--- src/rtl/shift_decoder.sv ---
// shift_decoder: recovers the command of the 4-bit shift/rotate unit from an
// original/transformed word pair. It tries one candidate (direction, amount)
// per clock in a fixed order, and the first candidate that reproduces the
// transformed word is reported.
//
// Ports
//   clk            system clock, rising edge
//   rst_n          asynchronous active-low reset
//   start_i        request pulse, sampled only while idle
//   select_i       0 = shift (zero fill), 1 = rotate; captured on accepted start
//   orig_i         original word; captured on accepted start
//   shifted_i      transformed word; captured on accepted start
//   busy_o         high while searching
//   done_o         one-cycle completion pulse
//   found_o        a matching candidate was found (held until the next result)
//   direction_o    0 = right, 1 = left (held like found_o)
//   shift_value_o  recovered amount 0..3 (held like found_o)
module shift_decoder (
    input  logic       clk,
    input  logic       rst_n,
    input  logic       start_i,
    input  logic       select_i,
    input  logic [3:0] orig_i,
    input  logic [3:0] shifted_i,
    output logic       busy_o,
    output logic       done_o,
    output logic       found_o,
    output logic       direction_o,
    output logic [1:0] shift_value_o
);

    typedef enum logic [1:0] {StIdle, StSearch, StDone} state_e;

    localparam logic [2:0] LastCand = 3'd6;

    state_e     state_q, state_d;
    logic       sel_q, sel_d;
    logic [3:0] orig_q, orig_d;
    logic [3:0] shifted_q, shifted_d;
    logic [2:0] cand_q, cand_d;
    logic       found_q, found_d;
    logic       dir_q, dir_d;
    logic [1:0] amt_q, amt_d;

    logic       cand_dir;
    logic [1:0] cand_amt;
    logic [3:0] cand_word;
    logic       cand_match;

    // Right by k: out[i] = in[i+k]; positions past the MSB get zero or wrap.
    function automatic logic [3:0] right_xform(input logic [3:0] din, input logic [1:0] k,
                                               input logic rot);
        logic [3:0] dout;
        logic [2:0] idx;
        dout = 4'b0000;
        for (int i = 0; i < 4; i++) begin
            idx = 3'(i) + {1'b0, k};
            if (idx > 3'd3) begin
                dout[i] = rot ? din[idx[1:0]] : 1'b0;
            end else begin
                dout[i] = din[idx[1:0]];
            end
        end
        return dout;
    endfunction

    function automatic logic [3:0] bit_rev(input logic [3:0] din);
        return {din[0], din[1], din[2], din[3]};
    endfunction

    // Candidates 0..3 are right 0..3, candidates 4..6 are left 1..3.
    always_comb begin
        cand_dir = cand_q[2];
        cand_amt = cand_q[2] ? (cand_q[1:0] + 2'd1) : cand_q[1:0];
        if (cand_dir) begin
            // Left is the mirror image of right, so zero fill enters at the LSBs.
            cand_word = bit_rev(right_xform(bit_rev(orig_q), cand_amt, sel_q));
        end else begin
            cand_word = right_xform(orig_q, cand_amt, sel_q);
        end
        cand_match = (cand_word == shifted_q);
    end

    // State and datapath registers.
    always_ff @(posedge clk or negedge rst_n) begin
        if (!rst_n) begin
            state_q   <= StIdle;
            sel_q     <= 1'b0;
            orig_q    <= 4'b0000;
            shifted_q <= 4'b0000;
            cand_q    <= 3'd0;
            found_q   <= 1'b0;
            dir_q     <= 1'b0;
            amt_q     <= 2'd0;
        end else begin
            state_q   <= state_d;
            sel_q     <= sel_d;
            orig_q    <= orig_d;
            shifted_q <= shifted_d;
            cand_q    <= cand_d;
            found_q   <= found_d;
            dir_q     <= dir_d;
            amt_q     <= amt_d;
        end
    end

    // Next-state and datapath update.
    always_comb begin
        state_d   = state_q;
        sel_d     = sel_q;
        orig_d    = orig_q;
        shifted_d = shifted_q;
        cand_d    = cand_q;
        found_d   = found_q;
        dir_d     = dir_q;
        amt_d     = amt_q;

        unique case (state_q)
            StIdle: begin
                if (start_i) begin
                    sel_d     = select_i;
                    orig_d    = orig_i;
                    shifted_d = shifted_i;
                    cand_d    = 3'd0;
                    state_d   = StSearch;
                end
            end
            StSearch: begin
                if (cand_match) begin
                    found_d = 1'b1;
                    dir_d   = cand_dir;
                    amt_d   = cand_amt;
                    state_d = StDone;
                end else if (cand_q == LastCand) begin
                    found_d = 1'b0;
                    dir_d   = 1'b0;
                    amt_d   = 2'd0;
                    state_d = StDone;
                end else begin
                    cand_d = cand_q + 3'd1;
                end
            end
            StDone: begin
                state_d = StIdle;
            end
            default: begin
                state_d = StIdle;
            end
        endcase
    end

    // Outputs.
    always_comb begin
        busy_o        = (state_q == StSearch);
        done_o        = (state_q == StDone);
        found_o       = found_q;
        direction_o   = dir_q;
        shift_value_o = amt_q;
    end

endmodule

--- config.mk ---
export PLATFORM = sky130hd
export DESIGN_NAME = shift_decoder
export DESIGN_NICKNAME = d
export VERILOG_FILES = /design/src/rtl/shift_decoder.sv
export SDC_FILE = /design/constraint.sdc
export NUM_CORES = 1
export LEC_CHECK = 0
export CORE_MARGIN = 4
export CORE_UTILIZATION = 50
export CTS_BUF_LIST = sky130_fd_sc_hd__clkbuf_8
export DETAILED_ROUTE_END_ITERATION = 8
export PLACE_DENSITY = 0.82
export SKIP_LAST_GASP = 1
export SLEW_MARGIN = 0
export SYNTH_ARGS = -nofsm -noshare
export SYNTH_HDL_FRONTEND = slang
export SYNTH_SLANG_ARGS = --single-unit
export TNS_END_PERCENT = 20
--- constraint.sdc ---
create_clock -name clk -period 5.2 [get_ports clk]
set_input_delay 1.3 -clock clk [delete_from_list [all_inputs] [get_ports clk]]
set_output_delay 1.3 -clock clk [all_outputs]
set_load 0.02 [all_outputs]
* Word level (Yosys, flattened, before mapping)
Cells that the tools add are included.
** Cells by class
- Multipliers :: 0
- Equality and inequality tests :: 8
- Reductions and logical operators :: 7
- Mux-type cells :: 47
- Shift operators :: 0
- Add/subtract/negate cells :: 5
- $lt $le $gt $ge :: 8
- Bitwise logic cells :: 0
- Divide/modulo/power cells :: 0
** Operator list (count)
- 2-to-1 mux 1 bit :: 27
- binary-select mux 1 bit (select 2 bit) :: 8
- less-than comparator 2 x 3 -> 1 bit (second input constant) :: 4
- 2-to-1 mux 2 bit :: 6
- greater-than comparator 3 x 2 -> 1 bit (second input constant) :: 3
- 2-to-1 mux 3 bit :: 3
- adder 2 x 2 -> 3 bit (first input constant) :: 2
- inequality test 2 bit (second input constant) :: 3
- one-hot mux 3 bit (2 select lines) :: 1
- AND reduction 2 bit :: 3
- equality test 4 bit :: 1
- 2-to-1 mux 4 bit :: 1
- one-hot mux 2 bit (2 select lines) :: 1
- AND reduction 4 bit :: 1
- nonzero test 2 bit :: 2
- adder 1 x 2 -> 3 bit (first input constant) :: 1
- adder 3 x 1 -> 3 bit (second input constant) :: 1
- equality test 3 bit (second input constant) :: 1
- inequality test 3 x 1 -> 1 bit (second input constant) :: 1
- adder 2 x 1 -> 2 bit (second input constant) :: 1
- equality test 2 x 1 -> 1 bit (second input constant) :: 1
- equality test 2 bit (second input constant) :: 1
- greater-than comparator 2 bit (second input constant) :: 1
- logical NOT 2 bit :: 1
** Storage, ports and cells
- Latch bits :: 0
- ROM bits :: 0
- Register bits :: 18
- Output and inout port bits :: 6
- Bits of input ports :: 12
- Memories :: 0
- Word-level logic and storage cells :: 83
- Bits in writable memories :: 0

* Depth between registers and ports, before layout
- Depth after elaboration :: 11
- Gate-level depth with buffers :: 13
- Depth with buffers taken out :: 13

* Worst setup path after synthesis
Ideal clock, no wire load.
- Path kind :: reg-to-reg
- Start point :: register cand_q[0]
- End point :: register dir_q, in the netlist direction_o
- Clock period less this slack :: 3.104 ns
- Data arrival time :: 3.017 ns
- Cell stages (with the launch flop) :: 14
- Buffers on the path :: 0
- Setup slack :: 2.096 ns
- Library setup time :: 0.087 ns
- Required time :: 5.113 ns
- Path through :: dfrtp_1 > inv_1 > ha_1 > nand2_1 > o21ai_0 > inv_1 > ha_1 > mux2_2 > and3_4 > o31ai_2 > xor2_1 > nand4_2 > or2_4 > a211oi_2
** Between the ends
- Cells in the longest elaborated chain, start to end :: 11
- Elaborated cells on any way between the ends :: 47
- Classes of those cells :: add/sub (4); order compare (4); eq/ne (2); mux (35); reduce/logical (2)
** Ends and longest elaborated chain
- from (decl) :: RTL line 40 : logic [2:0] cand_q, cand_d;
- from (signal assigned) :: RTL line 100 : cand_q <= cand_d;
- adder 2 x 1 -> 2 bit :: RTL line 74 : cand_amt = cand_q[2] ? (cand_q[1:0] + 2'd1) : cand_q[1:0];
- 2-to-1 mux 2 bit :: RTL line 74
- adder 2 x 2 -> 3 bit or adder 1 x 2 -> 3 bit (tied branches) :: RTL line 57 : idx = 3'(i) + {1'b0, k};
- binary-select mux 1 bit (select 2 bit) :: RTL line 59, 61
- 2-to-1 mux 1 bit (implied by the code) :: RTL line 59, 61
- 2-to-1 mux 1 bit :: RTL line 59 : dout[i] = rot ? din[idx[1:0]] : 1'b0;
- 2-to-1 mux 1 bit :: RTL line 58 : if (idx > 3'd3) begin
- 2-to-1 mux 4 bit :: RTL line 75 : if (cand_dir) begin
- equality test 4 bit :: RTL line 81 : cand_match = (cand_word == shifted_q);
- nonzero test 2 bit (no line)
- AND reduction 2 bit (no line)
- to (signal assigned) :: RTL line 102 : dir_q <= dir_d;
- to (decl) :: RTL line 42 : logic dir_q, dir_d;
Several ways; a longest one is shown, not always the timed one. The select of a mux whose other input is x is not followed.
A chain may end at the register's enable or synchronous reset.

* Worst setup path in the final report
Ends and elaborated chain as after synthesis.

==> impl_results.md <==
* Run status: completed
* Syn_nets at 140
* DIE AREA at 3070 um^2
* Final TNS setup at 0 ns
* Drt via density at around 5.6
* Vias in the first global route at ~940
* Initial Utilization at 55.0%
* Clock Tree Buf Depth at 2
* Layout cells sized above 1 at 12.1%
* Synthesized area at 1120 um^2
* Most frequent cells in the layout: 39 x nand2_1, 18 x dfrtp_1, 17 x clkdlybuf4s50_1
* Logic pwr share at between 50 and 60%
* CTS tree: built
* Commonest non-fill, non-tap cell in the layout: nand2_1
* Pleak at 0.633 nW
* Asr flop ratio synth at 100%
* Maximum number of pins on one net before global-route repair at 19
* Ys Warns at 0
* Power per Cell Area at between 700 and 800 nW/um^2
* Flop pwr share at between 20 and 30%
* Placed Cells at 164
* Max incr delay on CP at 0.62 ns
* # clock sinks at 18
* Final global-route overflow total at 0
* Tcrit/Tclk final at 71.7%
* Synth Area per Inst at 8.99 um^2
* CTS Buf Count at 3
* CP endpoint kind: flop
* Post-synthesis sequential area ratio at 40.1%
* RSZ-0062 raised after global routing: false
* Crit Path Max Fanout at 14
* CP Launch Type: flop
* Core area at 2040 um^2
* DRT iter0 DRCs at 43
* Min-Delay Path Class: flop to flop
* Max H-tree Level at 1
* Main synth FF type: dfrtp_1
* Fin cells at roughly 170
* CP arrival at 3.90 ns
* Worst-path cell chain: inv_1, ha_1, nand2_1, o21ai_0, inv_1, ha_1, mux2_2, and3_2, o31ai_2, xor2_1, nand4_2, or2_4, a211oi_2
* Worst VDD drop at 490 uV
* Flop2flop setup slack at ~1.5 ns
* Port bufs at 17
* Crit-path slowest cell: dfrtp_1
* Cells after Synth at about 130
* Clk slew on worst S/H paths at 0.07 ns
* DR pass1 iterations at 4
* GRT Resource Usage Total at 17.3%
* First-pass GRT wire length at 4290 um
* Antenna cell count at 0
* Post-CTS Setup Inserts at 0
* WL per Instance at 14.7 um
* Die Width at 55.4 um
* Antenna Nets Post-Route at 0
* Final Hold Fails at 0
* WS Path Type: flop to flop
* Root buffer cell: clkbuf_8
* Final setup vio count at 0
* Switching power total at 0.451 mW
* Max-cap violation count at 0
* Die Y-Extent at 55.4 um
* Worst Max-Slew Pin Slew at 0.820 ns
* Critical path's top delay family: simple AND/OR/NAND/NOR gates
* Worst slew margin relative to its limit at around 45%
* WP buf/inv at 2
* Post-route DRC at 0
* Routability cong. at 0.926
* Area delta synth->final at 20.0%
* Clk network pwr share at 11.3%
* Int Pwr at between 0.5 and 0.6 mW
* Routed wire length at 2470 um
* Max-slew violations at 0
* Switching share of power at 44.7%
* Clk_lat worst skew at 0.25 ns
* Vias at between 900 and 1000
* Clock skew at 0.00436 ns
* Cts repair resizes at 0
* # nets final at about 160
* IO Pins at 18
* Post-synth EDFFs at 0
* CP Data Required Time at ~5.4 ns
* Dpl hpwl at 1890 um
* Initial antenna violation count at 0
* Final min period at 3.73 ns
* Std cell rows at 16
* Hold buffers post-CTS at 0
* Distinct cells, synth at 36
* Fmax at 0.268 GHz
* #FFs+latches synth at 18
==> cells in the mapped netlist, drive strengths merged (3+ instances only) <==
cell type	number	share of area, %
o22ai	4	2.2
a21oi	4	1.8
xor2	4	3.1
inv	7	2.3
ha	3	3.3
nand2	39	13
nor2	3	1.0
dfrtp	18	40
mux2i	8	7.1
buf	3	2.3
==> metrics by stage <==
stage	hold slack [ns]	total power, mW	utilization (%)	worst slack [ns]	area (um^2)
finish	0.500	1.01	66.1	1.47	1350
global route	0.522	1.10	66.1	1.20	1350
CTS	0.507	1.01	66.1	1.48	1350
detailed placement	0.491	0.888	63.4	1.53	1290
global placement	0.481	0.867	63.4	1.67	1290
floorplan	0.466	0.751	-	2.10	1120
==> logic make-up (layout without fill, tap and decap cells) <==
group,Yosys count,after routing,share of synthesized area [%]
DFF,18,18,40.1
xor gates and xnor gates,5,5,3.90
muxes,11,11,11.1
adders and majority gates,3,3,3.34
and+or+nand+nor,58,58,24.5
buffers and inverters,12,28,5.35
AOI/OAI and AO/OA,18,18,11.7
==> cell type report <==
type	count	area [um^2]
inverters	7	26.3
multi-input cells	95	613
repair buffers	17	170
flip-flops and latches	18	450
fillers	185	693
well taps	27	33.8
clock buffers	4	55.1
==> path summary, 6_finish.rpt <==
kind,start,endpoint,cells after the start
setup / recovery,cand_q[0],direction_o,13
hold / removal,shifted_q[1],shifted_q[1],2
setup reg to reg,cand_q[0],direction_o,13
hold reg to reg,shifted_q[1],shifted_q[1],2
max in group asynchronous,rst_n,orig_q[3],1
min in group asynchronous,rst_n,state_q[0],1
==> sequential cells by signal, indices dropped and copies added, names as in the netlist <==
signal         cells
direction_o        1
sel_q              1
orig_q             4
shifted_q          4
found_o            1
state_q            2
shift_value_o      2
cand_q             3
==> tightest hold or removal path: stages, from the launching register on <==
cell and delay (ns):
dfrtp_1 0.35, nand2_1 0.06, nand2_1 0.06
==> power by group through the flow <==
| stage | Clock (mW) | Combinational [mW] | Sequential [mW] |
|---|---|---|---|
| 6_report | 0.113 | 0.598 | 0.297 |
| 5_1_grt | 0.122 | 0.665 | 0.309 |
| 4_1_cts | 0.114 | 0.599 | 0.294 |
| 3_5_place_dp | 0 | 0.591 | 0.297 |
| 3_3_place_gp | 0 | 0.576 | 0.291 |
| 2_1_floorplan | 0 | 0.482 | 0.270 |
==> per-layer routing <==
metal	share of wire, %	global-route usage (%)
met4	1.5	6.60
met5	0	0
met2	47	27.7
met1	46	22.9
met3	4.9	3.50
No activity file was read; power rests on OpenSTA's default activity.
